`src/rtl/regwrite_arb_pkg.sv`:
```
// Shared types for the register-file write-port arbiter: grant sources, default widths, I/O request.
// Latency: n/a (types only).
// Backpressure: n/a.
package regwrite_arb_pkg;

    localparam int DW_DEF = 8;
    localparam int AW_DEF = 4;

    typedef enum logic [1:0] {
        GNT_NONE = 2'd0,
        GNT_CPU  = 2'd1,
        GNT_IO   = 2'd2
    } gnt_src_e;

    typedef struct packed {
        logic [AW_DEF-1:0] wa;
        logic [DW_DEF-1:0] wd;
    } io_req_t;

endpackage

```
`src/rtl/regwrite_arbiter_if.sv`:
```
// Bundles the CPU writeback, I/O request and regfile write-port signals of the arbiter.
// Latency: n/a (wiring only).
// Backpressure: io_valid/io_ready handshake on the I/O side, cpu_stall on the CPU side.
interface regwrite_arbiter_if #(
    parameter int DW    = 8,
    parameter int AW    = 4,
    parameter int DEPTH = 4
);
    localparam int CW = $clog2(DEPTH) + 1;

    logic          cpu_we;
    logic [AW-1:0] cpu_wa;
    logic [DW-1:0] cpu_wd;
    logic          cpu_stall;
    logic          io_valid;
    logic          io_ready;
    logic [AW-1:0] io_wa;
    logic [DW-1:0] io_wd;
    logic          rf_we3;
    logic [AW-1:0] rf_wa3;
    logic [DW-1:0] rf_wd3;
    logic [CW-1:0] pend_cnt;
    logic          busy;

    modport master (
        output cpu_we, cpu_wa, cpu_wd, io_valid, io_wa, io_wd,
        input  cpu_stall, io_ready, rf_we3, rf_wa3, rf_wd3, pend_cnt, busy
    );

    modport slave (
        input  cpu_we, cpu_wa, cpu_wd, io_valid, io_wa, io_wd,
        output cpu_stall, io_ready, rf_we3, rf_wa3, rf_wd3, pend_cnt, busy
    );

endinterface

```
`src/rtl/sync_fifo.sv`:
```
// Small synchronous FIFO with occupancy count; pointers wrap modulo DEPTH (power of 2).
// Latency: a pushed entry is visible at dout one cycle later.
// Backpressure: push ignored when full, pop ignored when empty.
module sync_fifo #(
    parameter int DEPTH = 4,
    parameter int W     = 12
) (
    input  logic                   clk,
    input  logic                   reset,
    input  logic                   push,
    input  logic                   pop,
    input  logic [W-1:0]           din,
    output logic [W-1:0]           dout,
    output logic                   full,
    output logic                   empty,
    output logic [$clog2(DEPTH):0] count
);
    localparam int PW = $clog2(DEPTH);

    logic [W-1:0]  mem [DEPTH];
    logic [PW-1:0] rd_ptr;
    logic [PW-1:0] wr_ptr;
    logic [PW:0]   cnt;
    logic          do_push;
    logic          do_pop;

    assign full    = (cnt == (PW+1)'(DEPTH));
    assign empty   = (cnt == '0);
    assign do_push = push && !full;
    assign do_pop  = pop && !empty;
    assign dout    = mem[rd_ptr];
    assign count   = cnt;

    always_ff @(posedge clk) begin
        if (do_push) mem[wr_ptr] <= din;
    end

    always_ff @(posedge clk) begin
        if (reset) begin
            rd_ptr <= '0;
            wr_ptr <= '0;
            cnt    <= '0;
        end else begin
            if (do_push) wr_ptr <= wr_ptr + 1'b1;
            if (do_pop)  rd_ptr <= rd_ptr + 1'b1;
            case ({do_push, do_pop})
                2'b10:   cnt <= cnt + 1'b1;
                2'b01:   cnt <= cnt - 1'b1;
                default: cnt <= cnt;
            endcase
        end
    end

endmodule

```
`src/rtl/regwrite_arbiter.sv`:
```
// Shares the regfile write port between CPU writeback (priority) and queued I/O writes; REGWRITE_ARB_BYPASS_EN adds an empty-FIFO bypass.
// Latency: I/O write reaches regfile >=1 edge after acceptance (0 with bypass); forced grant after MAX_WAIT denials.
// Backpressure: io_ready = !full; CPU is stalled only on a forced I/O grant.
module regwrite_arbiter
    import regwrite_arb_pkg::*;
#(
    parameter int DW       = DW_DEF,
    parameter int AW       = AW_DEF,
    parameter int DEPTH    = 4,
    parameter int MAX_WAIT = 3
) (
    input  logic             clk,
    input  logic             reset,
    regwrite_arbiter_if.slave bus
);
    localparam int CW  = $clog2(DEPTH) + 1;
    localparam int WCW = $clog2(MAX_WAIT + 1);

    typedef struct packed {
        logic [AW-1:0] wa;
        logic [DW-1:0] wd;
    } req_t;

    req_t           head;
    logic           full;
    logic           empty;
    logic [CW-1:0]  cnt;
    logic           fifo_push;
    logic           fifo_pop;
    logic           force_io;
    logic           bypass;
    logic           stall;
    gnt_src_e       gnt;
    logic [WCW-1:0] wait_cnt;

    sync_fifo #(
        .DEPTH (DEPTH),
        .W     (AW + DW)
    ) u_fifo (
        .clk   (clk),
        .reset (reset),
        .push  (fifo_push),
        .pop   (fifo_pop),
        .din   ({bus.io_wa, bus.io_wd}),
        .dout  (head),
        .full  (full),
        .empty (empty),
        .count (cnt)
    );

    assign force_io = (wait_cnt == WCW'(MAX_WAIT)) && !empty;

    // Reset masks every grant so nothing half-written escapes while the queue is flushed.
    always_comb begin
        gnt    = GNT_NONE;
        bypass = 1'b0;
        stall  = 1'b0;
        if (!reset) begin
            if (force_io) begin
                gnt   = GNT_IO;
                stall = bus.cpu_we;
            end else if (bus.cpu_we) begin
                gnt = GNT_CPU;
            end else if (!empty) begin
                gnt = GNT_IO;
`ifdef REGWRITE_ARB_BYPASS_EN
            end else if (bus.io_valid) begin
                gnt    = GNT_IO;
                bypass = 1'b1;
`endif
            end
        end
    end

    assign fifo_pop      = (gnt == GNT_IO) && !bypass;
    assign bus.io_ready  = !reset && !full;
    assign fifo_push     = bus.io_valid && bus.io_ready && !bypass;
    assign bus.cpu_stall = stall;
    assign bus.rf_we3    = (gnt != GNT_NONE);
    assign bus.rf_wa3    = (gnt != GNT_IO) ? bus.cpu_wa : (bypass ? bus.io_wa : head.wa);
    assign bus.rf_wd3    = (gnt != GNT_IO) ? bus.cpu_wd : (bypass ? bus.io_wd : head.wd);
    assign bus.pend_cnt  = cnt;
    assign bus.busy      = (cnt != '0);

    // Counts consecutive cycles the queue head has been passed over; saturates at the force threshold.
    always_ff @(posedge clk) begin
        if (reset) begin
            wait_cnt <= '0;
        end else if (empty || fifo_pop) begin
            wait_cnt <= '0;
        end else if (wait_cnt != WCW'(MAX_WAIT)) begin
            wait_cnt <= wait_cnt + 1'b1;
        end
    end

endmodule

```
`src/flat_wrapper.sv`:
```
// flat-port wrapper written by rule: the top's interface ports become plain ports
module regwrite_arbiter_flat import regwrite_arb_pkg::*;
#(
    parameter int DW       = DW_DEF,
    parameter int AW       = AW_DEF,
    parameter int DEPTH    = 4,
    parameter int MAX_WAIT = 3
)
  (clk, reset, bus_cpu_we, bus_cpu_wa, bus_cpu_wd, bus_io_valid, bus_io_wa, bus_io_wd, bus_cpu_stall, bus_io_ready, bus_rf_we3, bus_rf_wa3, bus_rf_wd3, bus_pend_cnt, bus_busy);
  regwrite_arbiter_if #(.DW(DW), .AW(AW), .DEPTH(DEPTH)) bus_i ();
  input  logic clk;
  input  logic reset;
  input wire logic [$bits(bus_i.cpu_we)-1:0] bus_cpu_we;
  input wire logic [$bits(bus_i.cpu_wa)-1:0] bus_cpu_wa;
  input wire logic [$bits(bus_i.cpu_wd)-1:0] bus_cpu_wd;
  input wire logic [$bits(bus_i.io_valid)-1:0] bus_io_valid;
  input wire logic [$bits(bus_i.io_wa)-1:0] bus_io_wa;
  input wire logic [$bits(bus_i.io_wd)-1:0] bus_io_wd;
  output wire logic [$bits(bus_i.cpu_stall)-1:0] bus_cpu_stall;
  output wire logic [$bits(bus_i.io_ready)-1:0] bus_io_ready;
  output wire logic [$bits(bus_i.rf_we3)-1:0] bus_rf_we3;
  output wire logic [$bits(bus_i.rf_wa3)-1:0] bus_rf_wa3;
  output wire logic [$bits(bus_i.rf_wd3)-1:0] bus_rf_wd3;
  output wire logic [$bits(bus_i.pend_cnt)-1:0] bus_pend_cnt;
  output wire logic [$bits(bus_i.busy)-1:0] bus_busy;
  assign bus_i.cpu_we = bus_cpu_we;
  assign bus_i.cpu_wa = bus_cpu_wa;
  assign bus_i.cpu_wd = bus_cpu_wd;
  assign bus_i.io_valid = bus_io_valid;
  assign bus_i.io_wa = bus_io_wa;
  assign bus_i.io_wd = bus_io_wd;
  assign bus_cpu_stall = bus_i.cpu_stall;
  assign bus_io_ready = bus_i.io_ready;
  assign bus_rf_we3 = bus_i.rf_we3;
  assign bus_rf_wa3 = bus_i.rf_wa3;
  assign bus_rf_wd3 = bus_i.rf_wd3;
  assign bus_pend_cnt = bus_i.pend_cnt;
  assign bus_busy = bus_i.busy;
  regwrite_arbiter #(.DW(DW), .AW(AW), .DEPTH(DEPTH), .MAX_WAIT(MAX_WAIT)) u_core (.clk(clk), .reset(reset), .bus(bus_i));
endmodule
```
`config.mk`:
```
export PLATFORM = sky130hd
export DESIGN_NAME = regwrite_arbiter_flat
export DESIGN_NICKNAME = d
export VERILOG_FILES = /design/src/rtl/regwrite_arb_pkg.sv /design/src/rtl/regwrite_arbiter_if.sv /design/src/rtl/sync_fifo.sv /design/src/rtl/regwrite_arbiter.sv /design/src/flat_wrapper.sv
export SDC_FILE = /design/constraint.sdc
export NUM_CORES = 1
export LEC_CHECK = 0
export ABC_CLOCK_PERIOD_IN_PS = 2500
export CAP_MARGIN = 30
export CORE_ASPECT_RATIO = 1.25
export CORE_MARGIN = 2
export CORE_UTILIZATION = 52
export CTS_CLUSTER_SIZE = 10
export DETAILED_ROUTE_END_ITERATION = 7
export MAX_ROUTING_LAYER = met4
export PLACE_DENSITY = 0.79
export SLEW_MARGIN = 40
export SYNTH_ARGS = -nofsm -noshare
export SYNTH_HDL_FRONTEND = slang
export SYNTH_HIERARCHICAL = 1
export SYNTH_SLANG_ARGS = --single-unit
```
`constraint.sdc`:
```
create_clock -name clk -period 2.5 [get_ports clk]
set_input_delay 0.375 -clock clk [delete_from_list [all_inputs] [get_ports clk]]
set_output_delay 0.375 -clock clk [all_outputs]
set_load 0.02 [all_outputs]
```
==> metrics.md, run 1 <==
| Metric | Value |
|---|---|
| Largest net degree at the start of global routing | `13` |
| WL/cell | `between 15 and 20 um` |
| RSZ-0062 raised after global routing | `false` |
| Syn_nets | `between 150 and 200` |
| Total negative slack for setup checks | `0 ps` |
| GRT Total Usage | `19.0%` |
| Root Buffer | `clkbuf_8` |
| WP data required | `roughly 2100 ps` |
| Kind of critical path | `in2out` |
| Crit path time final | `2410 ps` |
| Worst-Margin Slew | `about 270 ps` |
| Vias in the first global route | `1489` |
| HP Class | `reg2reg` |
| Post-Synth Simple-Gate Area | `under 10%` |
| Ant. Diodes | `0` |
| Post-route cell area | `approximately 3400 sq um` |
| Netlist cell types | `29` |
| Worst Hold Path EP | `u_core/wait_cnt[0]` |
| Cells after Synth | `144` |
| PwrDens | `around 600 nW/um^2` |
| Max_cap viols | `0` |
| Initial antenna violation count | `0` |
| Antenna violation net count after detailed routing | `0` |
| Synth Area in XOR/XNOR | `under 10%` |
| CTS buffer count | `9` |
| Final wirelength | `about 4600 um` |
| Layout cells sized above 1 | `approximately 25%` |
| Hold Buf Count CTS | `0` |
| Synth warn | `6` |
| Port Buffer Count | `46` |
| Slew headroom | `81.7%` |
| Final WS setup | `about 90 ps` |
| Mux cell area share after synthesis | `18.8%` |
| Die area | `about 5500 sq um` |
| Routability cong. | `0.704` |
| Top cell type's share of synthesized area | `between 50% and 60%` |
| Status | `complete, no violations` |
| Top Ports | `47` |
| CTS tree | `built` |
| DRC | `0` |
| Clk_skew | `slightly below 8 ps` |
| Yosys top cell by area | `edfxtp_1` |
| Die X | `~67 um` |
| Slew Viols, Final | `0` |
| Final hold vios | `0` |
| Main combinational cell family by area after synthesis | `multiplexers` |
| Synth Area in Adders | `about 3.7%` |
| Asr flop ratio synth | `0%` |
| CP endpoint kind | `output port` |
| Sequential fraction of the synthesis area | `65.3%` |
| Final period utilization | `96.3%` |
| Clk sink count | `59` |
| Main synth FF type | `edfxtp_1` |
| HPWL after DPL | `approximately 3200 um` |
| Capture point of the worst reg-to-reg path | `u_core/u_fifo/count[2]` |
| CP startpoint kind | `primary input` |
| Lkg Pwr | `about 1.3 nW` |
| Fmax achieved | `about 420 MHz` |
| Reg2reg start | `u_core/u_fifo/count[2]` |
| Core Area | `between 4000 and 5000 sq um` |
| Fraction of the mapped netlist area in compound gates | `under 10%` |
| HP Start | `u_core/wait_cnt[0]` |
| Initial Util | `around 54%` |
| DRT Pass-1 Iters | `4` |
| Peak supply drop | `0.368 mV` |
| Power Total | `between 2 and 2.5 mW` |
| Worst skew pair latency | `between 300 and 400 ps` |
| Cell count of the worst reg-to-reg path | `12` |
| Clk buf depth | `2` |
| Depth of the CTS H-tree | `3` |
| Dpl ws | `-183 ps` |
| Flops & latches, synth | `59` |
| Synthesized cell area | `2540 sq um` |
| Via Count | `about 1500` |
| Hold path cells | `1` |
| Largest cells by area after synthesis | `edfxtp_1, dfxtp_1, mux4_1` |
| Clock transition at path regs | `around 60 ps` |
| Final net count | `~250` |
| Post-synth EDFFs | `48` |
| Final setup fails | `0` |
| First-pass GRT wire length | `around 7000 um` |
| R2R Setup Slk | `about 190 ps` |
| GR Overflow Total | `0` |
| Mean Syn Cell Area | `between 15 and 20 sq um` |
| Cell Area, Placed | `about 3200 sq um` |
| Final hold slack | `roughly 470 ps` |
| CP Data Arrival Time | `a little over 2000 ps` |
| Via density | `around 5.2` |
| Cell Rows | `28` |
| DRT iter0 DRCs | `between 60 and 70` |
| Worst-path fanout max | `9` |
| Die Ht | `roughly 82 um` |
| Area grow syn2layout | `33.1%` |
layout make-up:
| class | instances | area (sq um) |
|---|---|---|
| Clock inverter | 4 | 17.5 |
| Multi-Input combinational cell | 71 | 833 |
| Clock buffer | 12 | 145 |
| Sequential cell | 59 | 1670 |
| Tap cell | 60 | 75.1 |
| Fill cell | 298 | 1340 |
| Timing Repair Buffer | 66 | 612 |
| Inverter | 10 | 37.5 |
metrics by stage:
step,cells,utilization (%)
final,282,71.6
after detailed placement,264,67.6
after global placement,264,67.6
after floorplan,144,-
after CTS,281,71.2
after global routing,282,71.6
layout by cell type, fill, tap and decap left out, types with 2 or more instances in the layout:
master	netlist	final
edfxtp_1	48	48
clkdlybuf4s50_1	0	34
buf_4	0	18
dlygate4sd2_1	0	12
clkbuf_8	0	10
inv_1	10	10
mux2_4	9	9
mux4_1	8	8
dfxtp_1	11	8
nor2_1	7	7
ha_1	6	6
and2_1	5	5
a21oi_1	5	5
or3_1	4	4
mux4_2	4	4
mux2_2	3	3
xor2_1	3	3
o21ai_0	3	3
dfxtp_2	0	3
clkbuf_1	0	2
clkinv_2	0	2
clkinv_1	0	2
nand2_1	2	2
nand2b_1	2	2
registers in the layout (all words and copies together) (netlist names), named ones only:
register,count
u_core/u_fifo/mem,48
u_core/u_fifo/count,3
u_core/u_fifo/rd_ptr,2
u_core/u_fifo/wr_ptr,2
u_core/wait_cnt,2
worst max-delay path by stage:
| stage | from | to | cells after the start |
|---|---|---|---|
| 5_1_grt | reset | u_core/u_fifo/count[2] | 12 |
| 3_3_place_gp | bus_cpu_we | bus_rf_wd3[5] | 6 |
| 2_1_floorplan | u_core/u_fifo/count[0] | u_core/u_fifo/count[2] | 12 |
| 6_report | bus_cpu_we | bus_rf_wd3[5] | 6 |
| 3_5_place_dp | reset | u_core/u_fifo/count[2] | 12 |
| 4_1_cts | u_core/u_fifo/count[1] | u_core/u_fifo/count[2] | 12 |
repair_timing:
action,4_1_cts,5_1_grt
pin swaps,1,1
gates resized for setup,15,3
setup endpoints to repair,12,1
buffers inserted,1,1
routing by layer:
layer,global-route usage (%),up-vias,share of wire [%]
li1,-,703,-
met5,-,-,0
met2,33.1,56,55
met1,19.3,708,38
met4,8.98,0,1.2
met3,5.96,6,5.9
cells in the mapped netlist (all sizes together), types with 4 or more instances:
| cell | n |
|---|---|
| a21oi | 5 |
| dfxtp | 11 |
| buf | 4 |
| and2 | 5 |
| mux2 | 12 |
| mux4 | 12 |
| or3 | 4 |
| edfxtp | 48 |
| nor2 | 8 |
| o21ai | 4 |
| inv | 10 |
| ha | 6 |
cells by family (layout without fill, tap and decap cells):
logic type | Yosys count | count (layout)
AOI/OAI and AO/OA | 10 | 10
xor gates and xnor gates | 3 | 3
adders and majority gates | 7 | 7
buffers and inverters | 14 | 92
DFF | 59 | 59
muxes | 25 | 25
and+or+nand+nor | 26 | 26
worst max-delay path: stages:
cell	delay, ps
clkdlybuf4s50_1	500
inv_1	100
o21ai_4	200
buf_6	210
mux2_4	310
dlygate4sd2_1	330
power by group:
group	leakage [nW]	internal [mW]	switching, mW	total (mW)
clock	0.0852	0.376	0.323	0.699
sequential	0.526	1.09	0.0133	1.10
combinational	0.660	0.129	0.103	0.232
total	1.27	1.59	0.439	2.03
Power figures use the tool's default switching activity.
==> run 2, diff against run 1 <==
--- a/config.mk
+++ b/config.mk
@@ -5,7 +5,7 @@
 export SDC_FILE = /design/constraint.sdc
 export NUM_CORES = 1
 export LEC_CHECK = 0
-export ABC_CLOCK_PERIOD_IN_PS = 2500
+export ABC_CLOCK_PERIOD_IN_PS = 2730
 export CAP_MARGIN = 30
 export CORE_ASPECT_RATIO = 1.25
 export CORE_MARGIN = 2
==> constraint.sdc (replaced) <==
create_clock -name clk -period 2.73 [get_ports clk]
set_input_delay 0.4095 -clock clk [delete_from_list [all_inputs] [get_ports clk]]
set_output_delay 0.4095 -clock clk [all_outputs]
set_load 0.02 [all_outputs]
==> metrics.md, run 2 (same netlist as run 1, synthesis figures left out) <==
| Metric | Value |
|---|---|
| Status | `complete, no violations` |
| HPWL after DPL | `3180 um (-1.2%)` |
| Reg2reg start | `u_core/u_fifo/count[2]` |
| CP endpoint kind | `output port` |
| Top Ports | `47 (unchanged)` |
| WL/cell | `17.3 um (+5.6%)` |
| Multi-input logic area | `833 sq um (unchanged)` |
| Antenna violation net count after detailed routing | `0 (unchanged)` |
| Slew Viols, Final | `0 (unchanged)` |
| Commonest non-fill, non-tap cells in the layout | `edfxtp_1, clkdlybuf4s50_1, dfxtp_1` |
| Peak supply drop | `0.382 mV (+3.8%)` |
| RSZ-0062 raised after global routing | `false` |
| Cell depth of the worst setup path | `4 (-2)` |
| Fin cells | `274 (-2.8%)` |
| Cell family with most CP delay | `multiplexers` |
| Final net count | `244 (-3.2%)` |
| Die Ht | `82.2 um (unchanged)` |
| Initial antenna violation count | `0 (unchanged)` |
| CTS tree | `built` |
| CP cell instances | `buf_6 -> mux4_1 -> mux2_2 -> clkdlybuf4s50_1` |
| GRT Total Usage | `19.9% (+0.90 points)` |
| Ant. Diodes | `0 (unchanged)` |
| Largest net degree at the start of global routing | `13 (unchanged)` |
| Final WS setup | `110 ps (+17.5 ps)` |
| Cell Rows | `28 (unchanged)` |
| First-pass GRT wire length | `7190 um (+3.1%)` |
| Worst-path fanout max | `12 (+3)` |
| Max_cap viols | `0 (unchanged)` |
| Initial Util | `53.8% (unchanged)` |
| CP startpoint kind | `flop` |
| Vias in the first global route | `1567 (+5.2%)` |
| Inst Count DP | `257 (-2.7%)` |
| CTS buffer count | `9 (unchanged)` |
| Core Util, Final | `70.8% (-0.77 points)` |
| Most common cell after layout, fill and taps aside | `edfxtp_1` |
| Cell count of the worst reg-to-reg path | `12 (unchanged)` |
| Port Buffer Count | `46 (unchanged)` |
| WP data required | `2320 ps (+200 ps)` |
| Via density | `5.27 (+0.89%)` |
| CP Data Arrival Time | `2210 ps (+180 ps)` |
| PwrDens | `547 nW/um^2 (-8.7%)` |
| Slew headroom | `64.7% (-17 points)` |
| Routability cong. | `0.707 (+0.45%)` |
| Via Count | `1444 (-2.0%)` |
| CP bufs+invs | `2 (-2)` |
| Kind of critical path | `reg2out` |
| Final setup fails | `0 (unchanged)` |
| Slowest CP cell | `mux4_1` |
| Worst skew pair latency | `320 ps (about the same)` |
| Final wirelength | `4740 um (+2.6%)` |
| Fmax achieved | `roughly 380 MHz` |
| Clock transition at path regs | `60 ps (about the same)` |
| Die area | `5470 sq um (unchanged)` |
| Core Area | `4730 sq um (unchanged)` |
| Clk_skew | `7.76 ps (+0.0716 ps)` |
| Root Buffer | `clkbuf_8` |
| HP Start | `u_core/wait_cnt[0]` |
| Depth of the CTS H-tree | `3 (unchanged)` |
| GR Overflow Total | `0 (unchanged)` |
| Fillers | `307 (+3.0%)` |
| Clk buf depth | `2 (unchanged)` |
| Final hold vios | `0 (unchanged)` |
| Dpl ws | `-27.8 ps (+156 ps)` |
| Hold path cells | `1 (unchanged)` |
| Register area | `1660 sq um (-0.23%)` |
| Crit path time final | `around 2600 ps` |
| Clk sink count | `59 (unchanged)` |
| DRC | `0 (unchanged)` |
| Worst-Margin Slew | `528 ps (+256 ps)` |
| Final period utilization | `96.0%` |
| DRT Pass-1 Iters | `4 (unchanged)` |
| Layout cells sized above 1 | `20.6% (-4.7 points)` |
| Area grow syn2layout | `31.7%` |
| DRT iter0 DRCs | `80 (+27%)` |
| CP max stage delay | `550 ps (+50 ps)` |
| HP Class | `reg2reg` |
| Lkg Pwr | `1.29 nW (+1.8%)` |
| Largest Register | `u_core/u_fifo/mem` |
| Die X | `66.6 um (unchanged)` |
| Largest register FFs | `48 (unchanged)` |
-- run 2: metrics by stage --
step                      hold WS, ps  instance area, sq um  TNS (ps)  total power [mW]
after floorplan                   405                  2540         0              1.12
after CTS                         451                  3310         0              1.85
after global routing              475                  3350         0              1.91
after global placement            414                  3140         0              1.22
final                             463                  3350         0              1.83
after detailed placement          438                  3140      -198              1.23
-- run 2: routing by layer --
layer | up-vias | track usage (%) | share of wire (%)
met4 | 0 | 8.16 | 1.0
met2 | 42 | 36.4 | 58
met3 | 4 | 6.50 | 5.5
met1 | 715 | 19.0 | 35
li1 | 683 | - | -
met5 | - | - | 0
-- run 2: cell type report --
cell class / instances / share of cell area, %
Sequential cell: 59 / 49.6
Multi-Input combinational cell: 71 / 24.9
Timing Repair Buffer: 58 / 17.6
Clock buffer: 12 / 4.03
Tap cell: 60 / 2.24
Inverter: 10 / 1.12
Clock inverter: 4 / 0.523
-- run 2: where the power goes --
group | switching [mW] | internal (mW) | total, mW
logic | 0.0939 | 0.121 | 0.215
clock network | 0.292 | 0.320 | 0.612
registers | 0.0129 | 0.993 | 1.01
-- run 2: worst register-to-register path: cells and delay by family (launching register included) --
family                     cells  cell delay [ps]
xor gates and xnor gates       1              170
adders and majority gates      2              540
DFF                            1              470
AOI/OAI and AO/OA              1              150
and+or+nand+nor                5              930
buffers and inverters          3              210
-- run 2: path summary, 6_finish.rpt --
kind / endpoint / slack (ps)
setup / recovery: bus_rf_wd3[7] / 110
hold / removal: u_core/wait_cnt[0] / 460
setup reg to reg: u_core/u_fifo/count[2] / 200
hold reg to reg: u_core/wait_cnt[0] / 460
-- run 2: timing repair --
action / 4_1_cts / 5_1_grt
gates resized for setup: 2 / 11
setup endpoints to repair: 9 / 12
hold buffers: 0 / 0
buffers inserted: 0 / 1
==> run 3, diff against run 2 <==
--- a/config.mk
+++ b/config.mk
@@ -13,7 +13,7 @@
 export CTS_CLUSTER_SIZE = 10
 export DETAILED_ROUTE_END_ITERATION = 7
 export MAX_ROUTING_LAYER = met4
-export PLACE_DENSITY = 0.79
+export PLACE_DENSITY = 0.9
 export SLEW_MARGIN = 40
 export SYNTH_ARGS = -nofsm -noshare
 export SYNTH_HDL_FRONTEND = slang
==> metrics.md, run 3 (same netlist as run 1, synthesis figures left out) <==
| Metric | Value |
|---|---|
| CTS buffer count | `9 (unchanged)` |
| WP data required | `2320 ps (about the same)` |
| Reg2reg start | `u_core/u_fifo/count[2]` |
| RSZ-0062 raised after global routing | `false` |
| Total negative slack for setup checks | `0 ps (unchanged)` |
| Port Buffer Count | `46 (unchanged)` |
| DRT iter0 DRCs | `45 (-44%)` |
| Status | `complete, no violations` |
| Worst Hold Path EP | `u_core/wait_cnt[0]` |
| Top Ports | `47 (unchanged)` |
| Final period utilization | `95.5% (-0.46 points)` |
| Worst-Margin Slew | `564 ps (+35.9 ps)` |
| Cell Rows | `28 (unchanged)` |
| PwrDens | `574 nW/um^2 (+4.9%)` |
| Root Buffer | `clkbuf_8` |
| R2R Setup Slk | `200 ps (about the same)` |
| Via density | `5.31 (+0.72%)` |
| CTS tree | `built` |
| Depth of the CTS H-tree | `3 (unchanged)` |
| Max_cap viols | `0 (unchanged)` |
| Worst-path fanout max | `12 (unchanged)` |
| Lkg Pwr | `1.35 nW (+4.1%)` |
| Vias in the first global route | `1448 (-7.6%)` |
| Slowest CP cell | `dfxtp_1` |
| Layout cells sized above 1 | `25.6% (+5.0 points)` |
| WL/cell | `16.9 um (-2.1%)` |
| HP Start | `u_core/wait_cnt[0]` |
| DRC | `0 (unchanged)` |
| Final net count | `249 (+2.0%)` |
| CP Data Arrival Time | `2200 ps (about the same)` |
| Final hold vios | `0 (unchanged)` |
| Slew headroom | `62.3% (-2.4 points)` |
| Core Area | `4730 sq um (unchanged)` |
| Ant. Diodes | `0 (unchanged)` |
| Die Ht | `82.2 um (unchanged)` |
| DRT Pass-1 Iters | `4 (unchanged)` |
| Fmax achieved | `383 MHz (+0.48%)` |
| Clk_skew | `4.51 ps (-3.24 ps)` |
| Final wirelength | `4720 um (-0.34%)` |
| Cell family with most CP delay | `flip-flops` |
| Largest Register | `u_core/u_fifo/mem` |
| Hold Buf Count CTS | `0 (unchanged)` |
| HP Class | `reg2reg` |
| Slew Viols, Final | `0 (unchanged)` |
| Clk buf depth | `2 (unchanged)` |
| GRT Total Usage | `19.1% (-0.76 points)` |
| CP max stage delay | `680 ps (+130 ps)` |
| Final setup fails | `0 (unchanged)` |
| Antenna violation net count after detailed routing | `0 (unchanged)` |
| Via Count | `1481 (+2.6%)` |
| Largest net degree at the start of global routing | `13 (unchanged)` |
| Crit path time final | `2610 ps (-12.6 ps)` |
| CP endpoint kind | `output port` |
| Area grow syn2layout | `35.0%` |
| Routability cong. | `0.706 (-0.18%)` |
| Die area | `5470 sq um (unchanged)` |
| Cell count of the worst reg-to-reg path | `12 (unchanged)` |
| Initial antenna violation count | `0 (unchanged)` |
| CP startpoint kind | `flop` |
| Worst skew pair latency | `330 ps (about the same)` |
| Clock transition at path regs | `60 ps (about the same)` |
| Kind of critical path | `reg2out` |
| Die X | `66.6 um (unchanged)` |
| Most common cell after layout, fill and taps aside | `edfxtp_1` |
| CP bufs+invs | `1 (-1)` |
| Commonest non-fill, non-tap cells in the layout | `edfxtp_1, clkdlybuf4s50_1, buf_4` |
| Peak supply drop | `0.523 mV (+37%)` |
| HPWL after DPL | `3070 um (-3.4%)` |
| First-pass GRT wire length | `6890 um (-4.2%)` |
| GR Overflow Total | `0 (unchanged)` |
| Hold path cells | `1 (unchanged)` |
| Clk sink count | `59 (unchanged)` |
| Initial Util | `53.8% (unchanged)` |
| CP cell instances | `mux4_2 -> mux2_2 -> clkdlybuf4s50_1` |
| Largest register FFs | `48 (unchanged)` |
| Core Util, Final | `72.6% (+1.8 points)` |
| Final hold slack | `430 ps (-33.2 ps)` |
| Capture point of the worst reg-to-reg path | `u_core/u_fifo/count[2]` |
## run 3: changes by cell type in the layout (fill, tap and decap cells not counted), sizes merged
| cell | change |
|---|---|
| bufinv | +1 |
| clkbuf | -3 |
| dlymetal6s2s | +2 |
| clkinvlp | +2 |
| buf | +5 |
| clkdlybuf4s50 | -2 |
## run 3: area by class of cell
type / instances / area, sq um
Clock buffer: 9 / 124
Fill cell: 302 / 1290
Inverter: 10 / 37.5
Multi-Input combinational cell: 71 / 833
Sequential cell: 59 / 1660
Clock inverter: 7 / 68.8
Tap cell: 60 / 75.1
Timing Repair Buffer: 63 / 632
## run 3: repair_timing
| item | in CTS | in global routing |
|---|---|---|
| setup buffers | 0 | 4 |
| endpoints found under the setup margin | 10 | 11 |
| gates resized for setup | 3 | 14 |
| cloned | 0 | 0 |
| pin swaps | 0 | 1 |
## run 3: layer usage
layer	track usage, %	vias to the layer above	share of wire (%)
met1	18.0	719	35
met2	34.8	53	57
met4	10.8	0	1.7
met5	-	-	0
li1	-	698	-
met3	4.88	11	6.6
## run 3: power by group
part           leakage, nW  switching (mW)  internal [mW]
Clock               0.0950           0.332          0.417
Combinational        0.726          0.0935          0.123
Sequential           0.526          0.0125          0.993
Total                 1.35           0.439           1.53
## run 3: through the flow
step	worst slack [ps]	area, sq um	std cells	total power [mW]
finish	122	3430	279	1.97
global route	3.61	3430	279	2.05
CTS	7.63	3370	275	1.99
detailed placement	-74.5	3160	259	1.23
global placement	-45.4	3160	259	1.23
floorplan	214	2540	144	1.12
## run 3: worst max path at each step
stage	from	end	slack [ps]	cells past startpoint
2_1_floorplan	u_core/u_fifo/count[2]	u_core/u_fifo/count[2]	210	12
3_3_place_gp	bus_cpu_we	bus_rf_wd3[5]	-50	6
3_5_place_dp	bus_cpu_we	bus_rf_wd3[1]	-70	6
4_1_cts	flop	bus_rf_wd3[7]	8	4
5_1_grt	reset	u_core/u_fifo/count[2]	4	13
6_report	flop	bus_rf_wd3[0]	120	3
